### src/rtl/maxpool_flatten.sv
// 2x2 stride-2 signed max-pool over two L0 kernel maps, writing each pooled pixel to its
// L1 bank and to the kernel-interleaved L2 flatten bank over the shared memory bus.
module maxpool_flatten #(
  parameter int unsigned IMG_W  = 64,
  parameter int unsigned DATA_W = 20,
  parameter int unsigned ADDR_W = 12
) (
  input  logic              clk,
  input  logic              reset,
  input  logic              start,
  output logic              busy,
  output logic              done,
  output logic              crd,
  output logic [ADDR_W-1:0] caddr_rd,
  input  logic [DATA_W-1:0] cdata_rd,
  output logic              cwr,
  output logic [ADDR_W-1:0] caddr_wr,
  output logic [DATA_W-1:0] cdata_wr,
  output logic [2:0]        csel
);

  localparam int unsigned PW = IMG_W / 2;
  localparam int unsigned CW = (PW > 1) ? $clog2(PW) : 1;

  localparam logic [2:0] S_IDLE = 3'd0;
  localparam logic [2:0] S_RD   = 3'd1;
  localparam logic [2:0] S_LAST = 3'd2;
  localparam logic [2:0] S_WR1  = 3'd3;
  localparam logic [2:0] S_WR2  = 3'd4;
  localparam logic [2:0] S_DONE = 3'd5;

  localparam logic [2:0] SEL_L0K0 = 3'b001;
  localparam logic [2:0] SEL_L0K1 = 3'b010;
  localparam logic [2:0] SEL_L1K0 = 3'b011;
  localparam logic [2:0] SEL_L1K1 = 3'b100;
  localparam logic [2:0] SEL_L2   = 3'b101;

  logic [2:0]        state_q, state_d;
  logic [1:0]        cnt_q, cnt_d;
  logic [CW-1:0]     row_q, row_d;
  logic [CW-1:0]     col_q, col_d;
  logic              kern_q, kern_d;
  logic [DATA_W-1:0] max_q, max_d;

  logic              busy_q, busy_d;
  logic              done_q, done_d;
  logic              crd_q, crd_d;
  logic              cwr_q, cwr_d;
  logic [2:0]        csel_q, csel_d;
  logic [ADDR_W-1:0] caddr_rd_q, caddr_rd_d;
  logic [ADDR_W-1:0] caddr_wr_q, caddr_wr_d;
  logic [DATA_W-1:0] cdata_wr_q, cdata_wr_d;

  logic              last_px;
  logic              sample_gt;
  logic [ADDR_W-1:0] pix_addr;
  logic [ADDR_W-1:0] rd_addr;

  // Next-state logic; bus outputs are then derived from the next state so they register cleanly.
  always_comb begin
    state_d    = state_q;
    cnt_d      = cnt_q;
    row_d      = row_q;
    col_d      = col_q;
    kern_d     = kern_q;
    max_d      = max_q;
    busy_d     = 1'b0;
    done_d     = 1'b0;
    crd_d      = 1'b0;
    cwr_d      = 1'b0;
    csel_d     = 3'b000;
    caddr_rd_d = '0;
    caddr_wr_d = '0;
    cdata_wr_d = '0;

    last_px   = (row_q == CW'(PW - 1)) && (col_q == CW'(PW - 1)) && kern_q;
    sample_gt = $signed(cdata_rd) > $signed(max_q);

    case (state_q)
      S_IDLE: begin
        if (start) begin
          state_d = S_RD;
          cnt_d   = 2'd0;
        end
      end
      S_RD: begin
        // Sample n lands during read cycle n+1; the first one seeds the max register.
        if (cnt_q == 2'd1) begin
          max_d = cdata_rd;
        end else if ((cnt_q != 2'd0) && sample_gt) begin
          max_d = cdata_rd;
        end
        if (cnt_q == 2'd3) begin
          state_d = S_LAST;
        end else begin
          cnt_d = cnt_q + 2'd1;
        end
      end
      S_LAST: begin
        if (sample_gt) begin
          max_d = cdata_rd;
        end
        state_d = S_WR1;
      end
      S_WR1: begin
        state_d = S_WR2;
      end
      S_WR2: begin
        cnt_d = 2'd0;
        if (last_px) begin
          state_d = S_DONE;
          row_d   = '0;
          col_d   = '0;
          kern_d  = 1'b0;
        end else begin
          state_d = S_RD;
          kern_d  = ~kern_q;
          if (kern_q) begin
            col_d = col_q + CW'(1);
            if (col_q == CW'(PW - 1)) begin
              row_d = row_q + CW'(1);
            end
          end
        end
      end
      S_DONE: begin
        state_d = S_IDLE;
      end
      default: begin
        state_d = S_IDLE;
      end
    endcase

    pix_addr = ADDR_W'(row_d) * ADDR_W'(PW) + ADDR_W'(col_d);
    rd_addr  = ADDR_W'(row_d) * ADDR_W'(2 * IMG_W) + ADDR_W'(col_d) * ADDR_W'(2)
             + (cnt_d[1] ? ADDR_W'(IMG_W) : '0) + ADDR_W'(cnt_d[0]);

    busy_d = (state_d == S_RD) || (state_d == S_LAST) || (state_d == S_WR1) || (state_d == S_WR2);
    done_d = (state_d == S_DONE);

    case (state_d)
      S_RD: begin
        crd_d      = 1'b1;
        csel_d     = kern_d ? SEL_L0K1 : SEL_L0K0;
        caddr_rd_d = rd_addr;
      end
      S_WR1: begin
        cwr_d      = 1'b1;
        csel_d     = kern_d ? SEL_L1K1 : SEL_L1K0;
        caddr_wr_d = pix_addr;
        cdata_wr_d = max_d;
      end
      S_WR2: begin
        cwr_d      = 1'b1;
        csel_d     = SEL_L2;
        caddr_wr_d = {pix_addr[ADDR_W-2:0], kern_d};
        cdata_wr_d = max_d;
      end
      default: begin
      end
    endcase
  end

  always_ff @(posedge clk or negedge reset) begin
    if (!reset) begin
      state_q    <= S_IDLE;
      cnt_q      <= 2'd0;
      row_q      <= '0;
      col_q      <= '0;
      kern_q     <= 1'b0;
      max_q      <= '0;
      busy_q     <= 1'b0;
      done_q     <= 1'b0;
      crd_q      <= 1'b0;
      cwr_q      <= 1'b0;
      csel_q     <= 3'b000;
      caddr_rd_q <= '0;
      caddr_wr_q <= '0;
      cdata_wr_q <= '0;
    end else begin
      state_q    <= state_d;
      cnt_q      <= cnt_d;
      row_q      <= row_d;
      col_q      <= col_d;
      kern_q     <= kern_d;
      max_q      <= max_d;
      busy_q     <= busy_d;
      done_q     <= done_d;
      crd_q      <= crd_d;
      cwr_q      <= cwr_d;
      csel_q     <= csel_d;
      caddr_rd_q <= caddr_rd_d;
      caddr_wr_q <= caddr_wr_d;
      cdata_wr_q <= cdata_wr_d;
    end
  end

  assign busy     = busy_q;
  assign done     = done_q;
  assign crd      = crd_q;
  assign cwr      = cwr_q;
  assign csel     = csel_q;
  assign caddr_rd = caddr_rd_q;
  assign caddr_wr = caddr_wr_q;
  assign cdata_wr = cdata_wr_q;

endmodule
### config.mk
export PLATFORM = sky130hd
export DESIGN_NAME = maxpool_flatten
export DESIGN_NICKNAME = d
export VERILOG_FILES = /design/src/rtl/maxpool_flatten.sv
export SDC_FILE = /design/constraint.sdc
export NUM_CORES = 1
export LEC_CHECK = 0
export CORE_ASPECT_RATIO = 0.8
export CORE_UTILIZATION = 59
export CTS_BUF_LIST = sky130_fd_sc_hd__clkbuf_4 sky130_fd_sc_hd__clkbuf_8
export CTS_CLUSTER_DIAMETER = 40
export DETAILED_ROUTE_END_ITERATION = 10
export GPL_TIMING_DRIVEN = 0
export HOLD_SLACK_MARGIN = 0.03
export PLACE_DENSITY = 0.88
export SLEW_MARGIN = 10
export SYNTH_ARGS = -nofsm -noshare
export SYNTH_HDL_FRONTEND = slang
export SYNTH_SLANG_ARGS = --single-unit
### constraint.sdc
create_clock -name clk -period 7.18 [get_ports clk]
set_input_delay 1.077 -clock clk [delete_from_list [all_inputs] [get_ports clk]]
set_output_delay 1.077 -clock clk [all_outputs]
set_load 0.005 [all_outputs]
==> results.md <==
- Status: finished, final reports clean
- CTS Hold Bufs: 0
- Mapped Nets: ~410
- Clock Skews: approximately 9.6 ps
- Slowest stage cell, crit path: or4_4
- RSZ-0062 raised after global routing: false
- Synth Register Bits: 86
- Top delay family on crit path: simple AND/OR/NAND/NOR gates
- CP cell instances: clkdlybuf4s50_1 -> ha_1 -> nand2_1 -> or4_4 -> a211oi_2 -> or4_1 -> nand4_1 -> a31oi_2 -> buf_6 -> mux2_4
- Die area: 7280 µm²
- Fin nets: 493
- Share of cells above drive strength 1: between 10% and 20%
- Average size of a mapped cell: 11.3 µm²
- Crit share post-route: 52.7%
- Ant diodes: 0
- Seq/Total Area, Yosys: between 50% and 60%
- Cells on worst reg2reg path: 10
- Warnings from Yosys: 0
- Crit path kind: in2reg
- Number of global-route vias before repair: 3012
- WL/cell: 16.2 µm
- Post-route ant nets: 0
- RePlAce Congestion: 0.816
- Top-count cell post-synth: dfrtp_1
- Clock Tree Root: clkbuf_8
- Max Freq: 264 MHz
- Longest Clk Path Bufs: 2
- Iteration-0 DRC Markers: 177
- HP Class: reg2reg
- CTS resizes: 0
- Distinct cells, synth: between 40 and 50
- Initial antenna violation count: 0
- Area contributors post-synth: dfrtp_1 (53%), ha_1 (7.3%), mux2_4 (7.3%)
- DP HPWL: 6080 µm
- Crit path DAT: 4020 ps
- Core area: 6540 µm²
- Worst-skew pair later-pin latency: 360 ps
- Main synth FF type: dfrtp_1
- Element type at the critical path end: register
- WL final: approximately 8700 µm
- Die Y: 76.5 µm
- Final Hold Viols: 0
- Horiz. Die Dim: 95.1 µm
- Crit-path max cell delay: 580 ps
- EDFF count, synth: 0
- Yosys top cell area share: 52.6%
- CTS tree: built
- Area Growth Syn to Fin: 26.4%
- Leak Pwr: approximately 2.6 nW
- Num CTS Buffers: 9
- Synth cell count leaders: dfrtp_1 (86), nor2_1 (50), inv_1 (31)
- Hold Path Cell Cnt: 1
- Number of vias per cell: 5.63
- Setup violations, final: 0
- Filler instances: 382
- PD cells: around 200 nW/µm²
- Pwr Total: 0.00104 W
- Post-CTS Setup Bufs: 0
- CTS Sinks: 86
- Measured slew at the worst slew-check pin: ~840 ps
- First-pass GRT wire length: 14400 µm
- Worst-path clk slew: 80 ps
- Global route total overflow: 0
- Initial Utilization: approximately 63%
- Vias: 3010
- Post-synthesis instance area: about 4000 µm²
- Max_slew headroom: 42.8%
- Row cnt: 26
- Synth async-reset ratio: 100%
- CTS H-tree depth: 3
- Worst-path fanout max: 10
- Cell total after placement: 519
- Buf/Inv on CP: 2
- Worst Path Required: 7420 ps
- Final instance count without filler cells: 535
- Post-synth top area cell: dfrtp_1
- Pin count of the biggest net entering global routing: 50
- Drt pass-1 iters: 5
- Maximum VDD drop: approximately 0.00013 V
- Min Tclk post-route: 3790 ps
- Max-cap viol count: 0
- Gr usage total: 26.0%
- Slew Viols, Final: 0
- Setup TNS: 0 ps
- I/O pins: 74
- Crit start category: input port
- Post-Synthesis Cells: 362
- Number of stages on the worst setup path: 10
- Drt drc: 0
- IO Port Bufs: 72
## kinds of logic (layout without fill, tap and decap cells)
kind of cell,after synthesis,count (layout),share of synthesized area (%)
buf+inv,48,137,5.47
flops,86,86,52.6
xor+xnor,4,4,0.856
simple gates,107,107,12.6
fa+ha+maj,24,24,7.34
mux,43,43,13.0
other cells,1,1,0.0916
compound gates,49,49,8.10
## state kept, by name (all words and copies together), names as in the netlist
register / cells
busy: 1
caddr_rd: 12
caddr_wr: 11
cdata_wr: 20
cnt_q: 2
col_q: 5
crd: 1
csel: 3
cwr: 1
done: 1
kern_q: 1
max_q: 20
row_q: 5
state_q: 3
## final timing paths
| kind | endpoint | slack [ps] | startpoint |
|---|---|---|---|
| min in group asynchronous | caddr_wr[2] | 680 | reset |
| worst min register to register | max_q[4] | 550 | max_q[4] |
| worst max register to register | max_q[11] | 4200 | max_q[19] |
| worst min-delay path | max_q[4] | 550 | max_q[4] |
| max in group asynchronous | max_q[1] | 5880 | reset |
| worst max-delay path | max_q[11] | 3390 | cdata_rd[19] |
## area by class of cell
type | instances | area (µm²) | area share (%)
Multi-Input combinational cell | 228 | 1720 | 33.2
Buffer | 17 | 108 | 2.08
Clock inverter | 3 | 67.6 | 1.31
Inverter | 31 | 116 | 2.25
Timing Repair Buffer | 73 | 746 | 14.4
Sequential cell | 86 | 2150 | 41.6
Clock buffer | 13 | 160 | 3.10
Tap cell | 84 | 105 | 2.03
## power breakdown
part           switching, W  internal (W)  leakage, nW
combinational     0.0000684     0.0000800         1.40
clock              0.000166      0.000217        0.114
sequential        0.0000114      0.000498         1.09
## cells in the final DEF (no fill, tap or decap), drive strengths merged, types with 4 or more instances in the layout
| cell | count |
|---|---|
| nor2 | 50 |
| nor3 | 7 |
| o21a | 5 |
| nand2 | 13 |
| buf | 10 |
| mux2i | 23 |
| nand3 | 7 |
| a211oi | 6 |
| ha | 24 |
| dfrtp | 86 |
| inv | 31 |
| clkdlybuf4s50 | 71 |
| o21ai | 9 |
| nand4 | 5 |
| nand2b | 7 |
| mux2 | 20 |
| a21oi | 12 |
| nor2b | 4 |
| clkbuf | 22 |
## stage by stage
stage                     utilization, %  hold slack (ps)  setup slack (ps)  area (µm²)
after detailed placement            75.6              526              3050        4940
final                               79.1              548              3390        5170
after floorplan                        -              504              3790        4090
after CTS                           79.1              543              3400        5170
after global routing                79.1              558              3250        5170
after global placement              75.2              517              2130        4920
## routing by layer
layer	routed length [µm]	vias to the layer above	global-route usage (%)	part of all wire [%]
li1	-	1396	-	-
met1	3890	1508	36.9	45
met4	116	0	8.03	1.3
met2	4240	94	39.7	49
met5	0	-	0	0
met3	428	12	6.09	4.9
Power figures use the tool's default switching activity.
